**src/rtl/exp_adder_pipe.sv**
```systemverilog
// exp_adder_pipe: 2-stage multi-precision exponent adder with per-lane max.
// Ports: clk, rst_n; in_valid/in_ready, mode, exp_A..exp_D (IW) in;
//        out_valid/out_ready, exp_E/exp_F/exp_max (OW), f_gt_e, out_mode,
//        mode_err out. Stage 1 adds A+B and C+D per lane; stage 2 compares.
module exp_adder_pipe #(
   parameter int LANE_W = 4,
   parameter bit SIGNED = 1'b1
) (
   input  logic                    clk,
   input  logic                    rst_n,
   input  logic                    in_valid,
   output logic                    in_ready,
   input  logic [1:0]              mode,
   input  logic [4*LANE_W-1:0]     exp_A,
   input  logic [4*LANE_W-1:0]     exp_B,
   input  logic [4*LANE_W-1:0]     exp_C,
   input  logic [4*LANE_W-1:0]     exp_D,
   output logic                    out_valid,
   input  logic                    out_ready,
   output logic [4*(LANE_W+1)-1:0] exp_E,
   output logic [4*(LANE_W+1)-1:0] exp_F,
   output logic [4*(LANE_W+1)-1:0] exp_max,
   output logic [3:0]              f_gt_e,
   output logic [1:0]              out_mode,
   output logic                    mode_err
);

   localparam int IW = 4*LANE_W;
   localparam int NW = LANE_W+1;
   localparam int OW = 4*NW;
   localparam int HW = 2*LANE_W;
   localparam int MW = 2*NW;

   function automatic logic [NW-1:0] add_n(
      input logic [LANE_W-1:0] a,
      input logic [LANE_W-1:0] b
   );
      logic xa, xb;
      xa = SIGNED & a[LANE_W-1];
      xb = SIGNED & b[LANE_W-1];
      return {xa, a} + {xb, b};
   endfunction

   // Extending the operands by two bits equals extending the sum by one.
   function automatic logic [MW-1:0] add_m(
      input logic [HW-1:0] a,
      input logic [HW-1:0] b
   );
      logic xa, xb;
      xa = SIGNED & a[HW-1];
      xb = SIGNED & b[HW-1];
      return {{2{xa}}, a} + {{2{xb}}, b};
   endfunction

   function automatic logic [OW-1:0] add_w(
      input logic [IW-1:0] a,
      input logic [IW-1:0] b
   );
      logic xa, xb;
      xa = SIGNED & a[IW-1];
      xb = SIGNED & b[IW-1];
      return {{4{xa}}, a} + {{4{xb}}, b};
   endfunction

   function automatic logic [OW-1:0] pack_sum(
      input logic [1:0]    m,
      input logic [IW-1:0] a,
      input logic [IW-1:0] b
   );
      logic [OW-1:0] s;
      s = '0;
      unique case (1'b1)
         m == 2'b00:
            for (int i = 0; i < 4; i++)
               s[i*NW +: NW] = add_n(a[i*LANE_W +: LANE_W],
                                     b[i*LANE_W +: LANE_W]);
         m == 2'b01:
            for (int j = 0; j < 2; j++)
               s[j*MW +: MW] = add_m(a[j*HW +: HW],
                                     b[j*HW +: HW]);
         m == 2'b10:
            s = add_w(a, b);
         default:
            s = '0;
      endcase
      return s;
   endfunction

   function automatic logic gt_n(
      input logic [NW-1:0] f,
      input logic [NW-1:0] e
   );
      if (SIGNED) return $signed(f) > $signed(e);
      return f > e;
   endfunction

   function automatic logic gt_m(
      input logic [MW-1:0] f,
      input logic [MW-1:0] e
   );
      if (SIGNED) return $signed(f) > $signed(e);
      return f > e;
   endfunction

   function automatic logic gt_w(
      input logic [OW-1:0] f,
      input logic [OW-1:0] e
   );
      if (SIGNED) return $signed(f) > $signed(e);
      return f > e;
   endfunction

   logic          s1_valid;
   logic [OW-1:0] s1_e;
   logic [OW-1:0] s1_f;
   logic [1:0]    s1_mode;
   logic          s1_err;

   logic          s1_adv;
   logic          in_fire;

   logic [OW-1:0] cmp_max;
   logic [3:0]    cmp_flag;

   // Stage 2 can take new data when empty or when its result leaves now.
   assign s1_adv   = !out_valid || out_ready;
   assign in_ready = !s1_valid || s1_adv;
   assign in_fire  = in_valid && in_ready;

   always_ff @(posedge clk or negedge rst_n) begin
      if (!rst_n) begin
         s1_valid <= 1'b0;
         s1_e     <= '0;
         s1_f     <= '0;
         s1_mode  <= 2'b00;
         s1_err   <= 1'b0;
      end else if (in_fire) begin
         s1_valid <= 1'b1;
         s1_e     <= pack_sum(mode, exp_A, exp_B);
         s1_f     <= pack_sum(mode, exp_C, exp_D);
         s1_mode  <= mode;
         s1_err   <= (mode == 2'b11);
      end else if (s1_adv) begin
         s1_valid <= 1'b0;
      end
   end

   always_comb begin
      cmp_max  = '0;
      cmp_flag = '0;
      unique case (1'b1)
         s1_mode == 2'b00:
            for (int i = 0; i < 4; i++) begin
               cmp_flag[i] = gt_n(s1_f[i*NW +: NW], s1_e[i*NW +: NW]);
               cmp_max[i*NW +: NW] = cmp_flag[i] ? s1_f[i*NW +: NW]
                                                 : s1_e[i*NW +: NW];
            end
         s1_mode == 2'b01:
            for (int j = 0; j < 2; j++) begin
               cmp_flag[2*j]   = gt_m(s1_f[j*MW +: MW], s1_e[j*MW +: MW]);
               cmp_flag[2*j+1] = cmp_flag[2*j];
               cmp_max[j*MW +: MW] = cmp_flag[2*j] ? s1_f[j*MW +: MW]
                                                   : s1_e[j*MW +: MW];
            end
         s1_mode == 2'b10: begin
            cmp_flag = {4{gt_w(s1_f, s1_e)}};
            cmp_max  = cmp_flag[0] ? s1_f : s1_e;
         end
         default: begin
            cmp_max  = '0;
            cmp_flag = '0;
         end
      endcase
   end

   always_ff @(posedge clk or negedge rst_n) begin
      if (!rst_n) begin
         out_valid <= 1'b0;
         exp_E     <= '0;
         exp_F     <= '0;
         exp_max   <= '0;
         f_gt_e    <= '0;
         out_mode  <= 2'b00;
         mode_err  <= 1'b0;
      end else if (s1_adv) begin
         out_valid <= s1_valid;
         if (s1_valid) begin
            exp_E    <= s1_e;
            exp_F    <= s1_f;
            exp_max  <= cmp_max;
            f_gt_e   <= cmp_flag;
            out_mode <= s1_mode;
            mode_err <= s1_err;
         end
      end
   end

endmodule

```
**config.mk**
```make
export PLATFORM = sky130hd
export DESIGN_NAME = exp_adder_pipe
export DESIGN_NICKNAME = d
export VERILOG_FILES = /design/src/rtl/exp_adder_pipe.sv
export SDC_FILE = /design/constraint.sdc
export NUM_CORES = 1
export LEC_CHECK = 0
export CAP_MARGIN = 20
export CORE_ASPECT_RATIO = 0.6
export CORE_MARGIN = 2
export CORE_UTILIZATION = 55
export DETAILED_ROUTE_END_ITERATION = 8
export GPL_TIMING_DRIVEN = 0
export PLACE_DENSITY = 0.83
export REMOVE_ABC_BUFFERS = 1
export SYNTH_ARGS = -nofsm -noshare
export SYNTH_HDL_FRONTEND = slang
export SYNTH_SLANG_ARGS = --single-unit
```
**constraint.sdc**
```tcl
create_clock -name clk -period 5 [get_ports clk]
set_input_delay 1 -clock clk [delete_from_list [all_inputs] [get_ports clk]]
set_output_delay 1 -clock clk [all_outputs]
set_load 0.05 [all_outputs]
```
==> results.md <==
- Post-synthesis async set-or-reset flop share: 100.0%
- Top cells by area, synth: dfrtp_1 37%, ha_1 9.1%, nand2_1 8.0%, a21oi_1 4.6%, o21ai_0 4.2%
- FF+latch count, synth: 112
- Sequential area share after synthesis: a little under two fifths
- Final net count: 1123
- Total congestion overflow: 0
- CTS buffer count: 9
- Die W: 155.2 µm
- Clk_skew: between 0.01 and 0.015 ns
- First-pass GRT wire length: 33210 µm
- Row cnt: 33
- Worst slew pin tran: 1.049 ns
- Synth Area in Compound Gates: between 20% and 30%
- Worst Path Arrival: roughly 4.4 ns
- Post-CTS setup buffer count: 0
- Max Slew Vio Count: 0
- Dominant cell type by area after synthesis: dfrtp_1
- Syn-to-layout area delta: 24.15%
- Largest family of logic cells by synthesized area: compound AO/OA/AOI/OAI gates
- CP Data Required Time: between 5 and 6 ns
- YS warnings: 0
- Remaining DRCs: 0
- Post-synth cell types: 69
- RSZ-0062 raised after global routing: no
- R2r endpoint: exp_max[0]
- GPL Wtd Cong: around 0.94
- Pin count of the biggest net entering global routing: 84
- Fin crit period: between 4 and 5 ns
- Buffers added on ports: between 100 and 150
- Simple-gate portion of the synthesized area: 17.44%
- Syn Area/Cell: 8.571 µm²
- H-Tree Depth: 3
- Post-CTS Resized: 0
- Fmax: roughly 240 MHz
- Sink of the worst hold path: exp_F[18]
- Share of cells above drive strength 1: 3.622%
- Share of the synthesized area in the top cell type: 37.16%
- Hold_sp: exp_F[18]
- Multiplexer share of the synthesized area: 2.123%
- Worst slew margin: 29.85%
- Initial DRC count: 586
- Most instantiated cells after synthesis: 161 x nand2_1, 112 x dfrtp_1, 69 x a21oi_1
- Post-Place Cell Area: 9085 µm²
- Initial antenna violation count: 0
- R2r startpoint: s1_f[2]
- Total GRT Usage: 28.79%
- Min-Delay Path Class: register to register
- Finished Core Util: 69.14%
- Clock slew at reported path FFs: approximately 0.080 ns
- Post-synthesis xor/xnor area fraction: about 4%
- Filler cells: 1095
- Gate Count Post-Synth: 880
- Reg2reg path depth: 8
- Hpwl dp: about 15000 µm
- Fin worst setup slack: approximately 0.81 ns
- Diode count: 0
- Final instance area: 9364 µm²
- Final hold violation count: 0
- Drt pass-1 iters: 5
- Post-synth top flop: dfrtp_1
- Most common cell in the netlist: nand2_1
- Clock Latency Late Sink: approximately 0.36 ns
- Synth Cell Area: ~7500 µm²
- Hold-fix buffers, CTS: 0
- Crit start category: primary input
- Worst setup EP type: register
- Total Routed Length: 20500 µm
- Routed vias/inst: 5.984
- Synth Area in Adders: 11.25%
- Core Area: 13540 µm²
- Status: complete, no violations
- Type of the worst setup path: primary input to register
- Vias in the first global route: 6513
- Crit Path Max Fanout: 4
- Hold path cells: 2
- Routed Antenna Nets: 0
- Initial Utilization: 55.69%
- WL/cell: 17.54 µm
- Io pins: approximately 140
- Die Y: 94.71 µm
- Maxcap violations: 0
- R2r setup slk: 2.14 ns
- Final critical-path share of the clock period: 83.83%
- Post-synth EDFFs: 0
- Number of setup violations in the final report: 0
- CTS tree: done
- Multi-input logic area: between 4000 and 5000 µm²
- Pre-CTS setup slack: 0.5324 ns
- CTS sink cnt: roughly 110
- Routed vias: about 7k
- Clock root cell: clkbuf_16
- Die ar.: roughly 15000 µm²
- Peak VDD IR: 0.1973 mV
- Lkg Pwr: between 4 and 5 nW
- Register cell area after layout: 2803 µm²
- Max Root-Sink Buffers: 2
- Pwr per Cell Area: between 400 and 500 nW/µm²
==> registers in the layout, indices dropped and copies added (netlist names) <==
register and count:
out_mode 2, f_gt_e 4, exp_E 20, out_valid 1
s1_valid 1, s1_e 20, s1_mode 2, mode_err 1
s1_f 20, s1_err 1, exp_F 20, exp_max 20
==> where the power goes <==
part | leakage, nW | total (mW) | switching, mW | internal [mW]
sequential | 1.40 | 1.32 | 0.188 | 1.14
combinational | 2.72 | 2.02 | 1.28 | 0.745
clock | 0.140 | 0.701 | 0.355 | 0.346
total | 4.26 | 4.05 | 1.82 | 2.23
==> stage by stage <==
stage          hold slack (ns)  setup TNS (ns)  power, mW  instances
3_5_place_dp            0.4619               0      3.341       1154
2_1_floorplan           0.4394               0      2.651        837
4_1_cts                 0.4810               0      4.041       1169
3_3_place_gp            0.4580         -145.90      3.295       1150
6_report                0.4753               0      4.048       1169
5_1_grt                 0.5010               0      4.273       1169
==> per-layer routing <==
layer / vias to the layer above / part of all wire [%] / global-route usage, %
met2: 290 / 43 / 43.30
met4: 0 / 0.77 / 5.122
li1: 3336 / - / -
met1: 3351 / 48 / 43.14
met5: - / 0 / 0
met3: 18 / 9.0 / 6.471
==> worst max-delay path, stage by stage <==
cell and delay (ns):
clkdlybuf4s50_1 0.47, ha_1 0.22, inv_1 0.07, fa_1 0.41, and2b_1 0.26, o21ai_0 0.10
a21oi_1 0.27, o31a_2 0.22, nand3_1 0.13, o311ai_0 0.83, o211ai_1 0.24, a21boi_0 0.18
==> worst max-delay path by stage <==
stage,from,end,slack [ns],cells past startpoint
floorplan,exp_A[0],s1_e[18],1.60,11
global placement,rst_n,exp_F[11],-1.31,1
detailed placement,exp_A[0],s1_e[18],0.53,12
CTS,exp_A[0],s1_e[18],0.90,12
global route,exp_A[0],s1_e[18],0.67,12
finish,exp_A[0],s1_e[18],0.81,12
==> cell type report <==
cell class	count	area share, %
inverter	52	2.084
timing repair buffer	142	15.77
multi-input combinational	673	46.90
tap	175	2.338
clock buffer	9	2.405
sequential	112	29.93
clock inverter	6	0.5746
==> cells in the final DEF (no fill, tap or decap), types with 5 or more instances in the layout <==
cell             netlist  final
nand2_1              161    159
nor2_1                49     49
nor3_1                 7      7
nor2b_1                6      6
a31oi_1               10     10
clkdlybuf4s50_1        0    137
mux2i_1               16     16
fa_1                   8      8
and2_1                13     13
nand3_1               13     13
clkbuf_16              0      9
ha_1                  55     55
and3_1                 5      5
o221ai_1               5      5
o21ai_0               64     64
xnor2_1               23     23
a211oi_1               8      8
a21o_1                17     17
xor2_1                12     12
nand4_1                6      6
a221o_1               11     11
a21oi_1               69     69
nand2b_1               9      9
o22ai_1               14     14
o21a_1                13     13
inv_1                 51     51
dfrtp_1              112    112
o211ai_1              14     14
==> cells by family (layout without fill, tap and decap cells) <==
kind of cell / count (synthesis) / after routing
buffers and inverters: 95 / 209
DFF: 112 / 112
muxes: 16 / 16
AOI/OAI and AO/OA: 269 / 269
adders and majority gates: 63 / 63
and+or+nand+nor: 290 / 290
xor gates and xnor gates: 35 / 35
(Power assumes the default switching activity.)
